==> config.mk <==
export PLATFORM = sky130hd
export DESIGN_NAME = irda_fir_4ppm_decoder
export DESIGN_NICKNAME = d
export VERILOG_FILES = /design/src/rtl/irda_fir_pkg.sv /design/src/rtl/irda_fir_4ppm_sym_dec.sv /design/src/rtl/irda_fir_4ppm_decoder.sv
export SDC_FILE = /design/constraint.sdc
export NUM_CORES = 1
export LEC_CHECK = 0
export CAP_MARGIN = 10
export CORE_ASPECT_RATIO = 1.4
export CORE_UTILIZATION = 58
export CTS_CLUSTER_DIAMETER = 120
export DETAILED_ROUTE_END_ITERATION = 7
export GPL_TIMING_DRIVEN = 1
export PLACE_DENSITY = 0.8
export SYNTH_ARGS = -nofsm -noshare
export SYNTH_HDL_FRONTEND = slang
export SYNTH_SLANG_ARGS = --single-unit
==> constraint.sdc <==
create_clock -name clk -period 2.59 [get_ports clk]
set_clock_uncertainty 0.1 [all_clocks]
set_input_delay 0.3885 -clock clk [delete_from_list [all_inputs] [get_ports clk]]
set_output_delay 0.3885 -clock clk [all_outputs]
set_load 0.05 [all_outputs]
==> src/rtl/irda_fir_pkg.sv <==
// Shared constants and types for the FIR 4PPM receive path.
// Latency: n/a (declarations only).
// Backpressure: n/a.
package irda_fir_pkg;

  // Flags as seen in the chip window: earliest chip at bit 31.
  localparam logic [31:0] START_FLAG = 32'h0C0C_6006;
  localparam logic [31:0] STOP_FLAG  = 32'h0C0C_0606;

  typedef enum logic [1:0] {
    HUNT    = 2'd0,
    DATA    = 2'd1,
    STOPCHK = 2'd2,
    ABORT   = 2'd3
  } state_e;

  localparam logic [1:0] ERR_SYM  = 2'b01;
  localparam logic [1:0] ERR_STOP = 2'b10;
  localparam logic [1:0] ERR_OVR  = 2'b11;

endpackage

==> src/rtl/irda_fir_4ppm_sym_dec.sv <==
// 4PPM symbol decoder: one 4-chip nibble -> {legal, dibit}.
// Latency: combinational.
// Backpressure: none.
// Ports: i_chips {c0,c1,c2,c3} (c0 earliest, at bit 3); o_legal; o_dibit.
module irda_fir_4ppm_sym_dec (
  input  logic [3:0] i_chips,
  output logic       o_legal,
  output logic [1:0] o_dibit
);

  always_comb begin
    o_legal = 1'b1;
    o_dibit = 2'b00;
    case (i_chips)
      4'b1000: o_dibit = 2'b00;
      4'b0100: o_dibit = 2'b01;
      4'b0010: o_dibit = 2'b10;
      4'b0001: o_dibit = 2'b11;
      default: o_legal = 1'b0;
    endcase
  end

endmodule

==> src/rtl/irda_fir_4ppm_decoder.sv <==
// FIR 4PPM frame decoder: hunts start flag, decodes symbols into LSB-first bytes, checks stop flag.
// Latency: 1 clk from the strobe of the last chip to rx_valid/rx_sof/rx_eof/rx_err.
// Backpressure: none; consumes one chip per bs_valid strobe, outputs are one-clk pulses.
// Ports: clk, wb_rst_n_i (async low), restart (sync abort), bs_i/bs_valid chip input,
//        rx_data/rx_valid/rx_sof/rx_eof/rx_err/rx_err_code/byte_cnt to CRC/FIFO, bs_restart_o to bit sync.
module irda_fir_4ppm_decoder
  import irda_fir_pkg::*;
#(
  parameter int MAX_FRAME_BYTES = 2050,
  parameter int BCNT_W          = 12
) (
  input  logic              clk,
  input  logic              wb_rst_n_i,
  input  logic              restart,
  input  logic              bs_i,
  input  logic              bs_valid,
  output logic [7:0]        rx_data,
  output logic              rx_valid,
  output logic              rx_sof,
  output logic              rx_eof,
  output logic              rx_err,
  output logic [1:0]        rx_err_code,
  output logic [BCNT_W-1:0] byte_cnt,
  output logic              bs_restart_o
);

  localparam logic [BCNT_W-1:0] MAX_CNT = BCNT_W'(MAX_FRAME_BYTES);

  state_e      r_state;
  logic [31:0] r_window;
  logic [1:0]  r_chip_idx;
  logic [1:0]  r_sym_idx;
  logic [5:0]  r_part;      // dibits 0..2 of the byte being assembled
  logic [5:0]  r_stop_cnt;

  logic [31:0] w_win_next;
  logic        w_legal;
  logic [1:0]  w_dibit;

  assign w_win_next = {r_window[30:0], bs_i};

  // Decode the nibble that includes the chip arriving this strobe.
  irda_fir_4ppm_sym_dec u_sym_dec (
    .i_chips (w_win_next[3:0]),
    .o_legal (w_legal),
    .o_dibit (w_dibit)
  );

  always_ff @(posedge clk or negedge wb_rst_n_i) begin
    if (!wb_rst_n_i) begin
      r_state      <= HUNT;
      r_window     <= '0;
      r_chip_idx   <= '0;
      r_sym_idx    <= '0;
      r_part       <= '0;
      r_stop_cnt   <= '0;
      rx_data      <= '0;
      rx_valid     <= 1'b0;
      rx_sof       <= 1'b0;
      rx_eof       <= 1'b0;
      rx_err       <= 1'b0;
      rx_err_code  <= '0;
      byte_cnt     <= '0;
      bs_restart_o <= 1'b0;
    end else begin
      rx_valid     <= 1'b0;
      rx_sof       <= 1'b0;
      rx_eof       <= 1'b0;
      rx_err       <= 1'b0;
      bs_restart_o <= 1'b0;
      if (restart) begin
        r_state    <= HUNT;
        r_window   <= '0;
        r_chip_idx <= '0;
        r_sym_idx  <= '0;
      end else if (r_state == ABORT) begin
        // Single-clk state; the eof/err and bs_restart_o pulses are visible now.
        r_window <= '0;
        r_state  <= HUNT;
      end else if (bs_valid) begin
        r_window <= w_win_next;
        case (r_state)
          HUNT: begin
            if (w_win_next == START_FLAG) begin
              rx_sof      <= 1'b1;
              rx_err_code <= '0;
              byte_cnt    <= '0;
              r_chip_idx  <= '0;
              r_sym_idx   <= '0;
              r_state     <= DATA;
            end
          end
          DATA: begin
            r_chip_idx <= r_chip_idx + 2'd1;
            if (r_chip_idx == 2'd3) begin
              if (w_legal) begin
                if (r_sym_idx == 2'd3) begin
                  r_sym_idx <= '0;
                  if (byte_cnt == MAX_CNT) begin
                    rx_err       <= 1'b1;
                    rx_err_code  <= ERR_OVR;
                    bs_restart_o <= 1'b1;
                    r_state      <= ABORT;
                  end else begin
                    rx_data  <= {w_dibit, r_part};
                    rx_valid <= 1'b1;
                    byte_cnt <= byte_cnt + BCNT_W'(1);
                  end
                end else begin
                  r_part[{r_sym_idx, 1'b0} +: 2] <= w_dibit;
                  r_sym_idx <= r_sym_idx + 2'd1;
                end
              end else if (r_sym_idx == 2'd0) begin
                // Illegal nibble on a byte boundary: candidate stop flag, 4 chips already in.
                r_stop_cnt <= 6'd4;
                r_state    <= STOPCHK;
              end else begin
                rx_err       <= 1'b1;
                rx_err_code  <= ERR_SYM;
                bs_restart_o <= 1'b1;
                r_state      <= ABORT;
              end
            end
          end
          STOPCHK: begin
            r_stop_cnt <= r_stop_cnt + 6'd1;
            if (r_stop_cnt == 6'd31) begin
              if (w_win_next == STOP_FLAG) begin
                rx_eof <= 1'b1;
              end else begin
                rx_err      <= 1'b1;
                rx_err_code <= ERR_STOP;
              end
              bs_restart_o <= 1'b1;
              r_state      <= ABORT;
            end
          end
          default: r_state <= HUNT;
        endcase
      end
    end
  end

endmodule
==> impl_metrics.yaml <==
outcome:
  status: "complete, but fails checks"
  violations: "DRC"
global_routing:
  grt_pass1_wl_mm: 12.97
  grt-ovfl-total: 0
  antenna_found_initial: 0
  grt_pass1_vias: 2850
  grt.total_usage_pct: 23.50
  grt_max_degree: 77
pwr:
  seqPwrFrac_pct: 54.9
  swShare_pct: 23.42
  irDropWorstVdd_uv: 356.0
  leakagePower_uw: 0.002173
  p_comb_share_pct: 6.9
  power.net_switching_uw: 511.3
  p_int_uw: 1672
  p_per_area_nw_per_um2: 472.7
  clkPwrFrac_pct: 38.2
sta:
  slew_violations: 0
  finalSetupViolations: 0
  slew_headroom_pct: 39.67
  tightest_slew_ns: 0.9050
  min_period_ns: 2.443
  timing.final.crit_share_pct: 94.32
  fmax_ghz: 0.4094
  holdWs_ns: 0.06709
  hold_viol_final: 0
setup_path:
  arrival_ns: 2.57
  max_stage_delay_ns: 0.51
  cp_cell_sequence: "clkdlybuf4s50_1 > nor4b_2 > nand4_1 > o21ai_4 > nand3_2 > a2111oi_4 > mux2_1"
  cp.required_ns: 2.72
  critPathBufInv: 1
  ff2ff_setup_slack_ns: 0.20
  path_max_fanout: 5
  path_delay_family: "simple AND/OR/NAND/NOR gates"
  cpMaxStageDelayCell: "clkdlybuf4s50_1"
  critPathCaptureType: "flop"
  path_class: "input pin to flop"
  startpoint: "bs_i"
  startpoint_type: "input pin"
  r2r_cells: 7
  r2r_end: "rx_err_code[0]"
  r2r_start: "r_window[7]"
cts:
  clock_path_buffers: 2
  clkSinkCount: 76
  cts_root_buffer: "clkbuf_8"
  cts_inserted_buffers: 9
  tritoncts: "done"
  h-tree-depth: 3
  hold_buffers: 0
  clkTransAtPathRegs_ns: 0.08
  clock_latency_ns: 0.35
floorplan:
  start_util_pct: 59.88
  rows: 35
  die_x_um: 71.37
  die_area_um2: 7074
  coreArea_um2: 6525
  io_pins: 32
  die_h_um: 99.12
synthesis:
  ys_top_cells_by_area: "dfrtp_1 49%, mux2i_1 9.2%, nor2_1 4.9%"
  synth-adder-area-share_pct: 4.163
  netlist_area_um2: 3907
  syn_area_per_cell_um2: 10.65
  synth_xor_area_share_pct: 2.466
  yosysSeqAreaShare_pct: 48.67
  synth_nets: 385
  synth_top_family_by_area: "simple AND/OR/NAND/NOR gates"
  synth_top_area_share_pct: 48.67
  synth_seq_cells: 76
  async_reset_ff_share_pct: 100.0
  synth_flop_cell: "dfrtp_1"
  synth-compound-area-share_pct: 7.269
  syn_inst: 367
  yosysWarnings: 0
  synthMuxAreaShare_pct: 13.54
  synth_cell_types: 55
  synth_edf_count: 0
  synth_top_area_cell: "dfrtp_1"
  synthSimpleGateAreaFrac_pct: 21.33
cells_and_area:
  fin_cells: 499
  fin_util_pct: 70.78
  final_nets: 438
  area_growth_pct: 18.19
  drive_above_1_share_pct: 13.88
  finish.instance_area_um2: 4618
  antennaDiodeCount: 0
placement:
  dpl_cell_area_um2: 4436
  placedCellCount: 483
  port_buffers: 31
  gp_congestion: 0.8023
  dp_hpwl_mm: 5.480
routing:
  via_per_inst: 5.852
  wl_per_cell_um: 15.15
  vias: 2920
  drt_iter0_markers: 157
  antenna_left: 0
  drc: 5
  firstDrtPassIters: 6
  drt-total-wl_mm: 7.559
worst_hold_path:
  hold_class: "input pin to asynchronous set/reset pin"
run:
  drv_cap: 0
-- Yosys cell counts (7+ instances only) --
library cell / number
a21oi_1: 9
and3_1: 8
clkbuf_1: 9
dfrtp_1: 76
ha_1: 13
inv_1: 12
mux2_1: 11
mux2i_1: 36
nand2_1: 28
nand3_1: 11
nand4_1: 8
nor2_1: 51
nor4_1: 8
nor4b_1: 7
o21ai_0: 7
xnor2_1: 7
-- cell families after synthesis --
logic type	count (synthesis)
compound gates	36
mux	51
flops	76
fa+ha+maj	13
buf+inv	26
xor+xnor	11
simple gates	154
-- repair_timing --
action | CTS | global route
gates resized for setup | 0 | 1
setup endpoints to repair | 0 | 1
hold endpoints to repair | 0 | 0
setup buffers | 0 | 0
-- cell type report --
type	instances	area [um^2]
Multi-Input combinational cell	265	1907
Fill cell	470	1907
Sequential cell	76	1902
Timing Repair Buffer	56	490.5
Clock buffer	15	176.4
Tap cell	74	92.59
Inverter	12	45.04
Clock inverter	1	5.005
-- metal layers --
| metal | vias up | share of wire (%) | GRT usage (%) |
|---|---|---|---|
| met5 | - | 0 | 0 |
| met4 | 0 | 2.7 | 12.77 |
| met3 | 20 | 2.3 | 3.141 |
| met2 | 52 | 52 | 40.81 |
| met1 | 1441 | 43 | 27.97 |
| li1 | 1407 | - | - |
-- how the worst max path moves through the flow --
stage | to | slack, ns | cells after the start
3_3_place_gp | rx_err_code[1] | -0.18 | 7
6_report | rx_err_code[0] | 0.15 | 7
3_5_place_dp | rx_err_code[0] | -0.26 | 7
5_1_grt | byte_cnt[10] | -0.01 | 7
2_1_floorplan | rx_err_code[0] | 0.18 | 7
4_1_cts | rx_err_code[0] | 0.11 | 7
-- sequential cells by signal, summed over array words and instances (netlist names), 2 cells and up --
name / count
byte_cnt: 12
r_chip_idx: 2
r_part: 6
r_state: 2
r_stop_cnt: 6
r_sym_idx: 2
r_window: 31
rx_data: 8
rx_err_code: 2
-- power by group through the flow --
stage | logic (uW) | clock network (uW) | registers, uW
after floorplan | 70.2 | 0 | 1240
after global placement | 151 | 0 | 1220
after detailed placement | 154 | 0 | 1220
after CTS | 154 | 855 | 1200
after global routing | 167 | 893 | 1200
final | 151 | 834 | 1200
-- per-stage QoR --
stage / TNS [ns] / power [uW] / worst slack [ns]
after floorplan: 0 / 1308 / 0.1764
after global placement: -2.202 / 1372 / -0.1827
after detailed placement: -4.093 / 1375 / -0.2575
after CTS: 0 / 2206 / 0.1097
after global routing: -0.02996 / 2258 / -0.01308
final: 0 / 2183 / 0.1472
-- cells in the final DEF (no fill, tap or decap), types with 4 or more instances in the layout --
cell type	Yosys	final
a21oi_1	9	9
and3_1	8	8
buf_4	0	26
clkbuf_8	0	12
clkdlybuf4s50_1	0	29
dfrtp_1	76	76
ha_1	13	13
inv_1	12	12
mux2_1	11	11
mux2_2	4	4
mux2i_1	36	36
nand2_1	28	28
nand3_1	11	11
nand4_1	8	8
nor2_1	51	51
nor4_1	8	8
nor4b_1	7	7
o21ai_0	7	7
or2_2	4	4
xnor2_1	7	7
xor2_1	4	4
(Power assumes the default switching activity.)
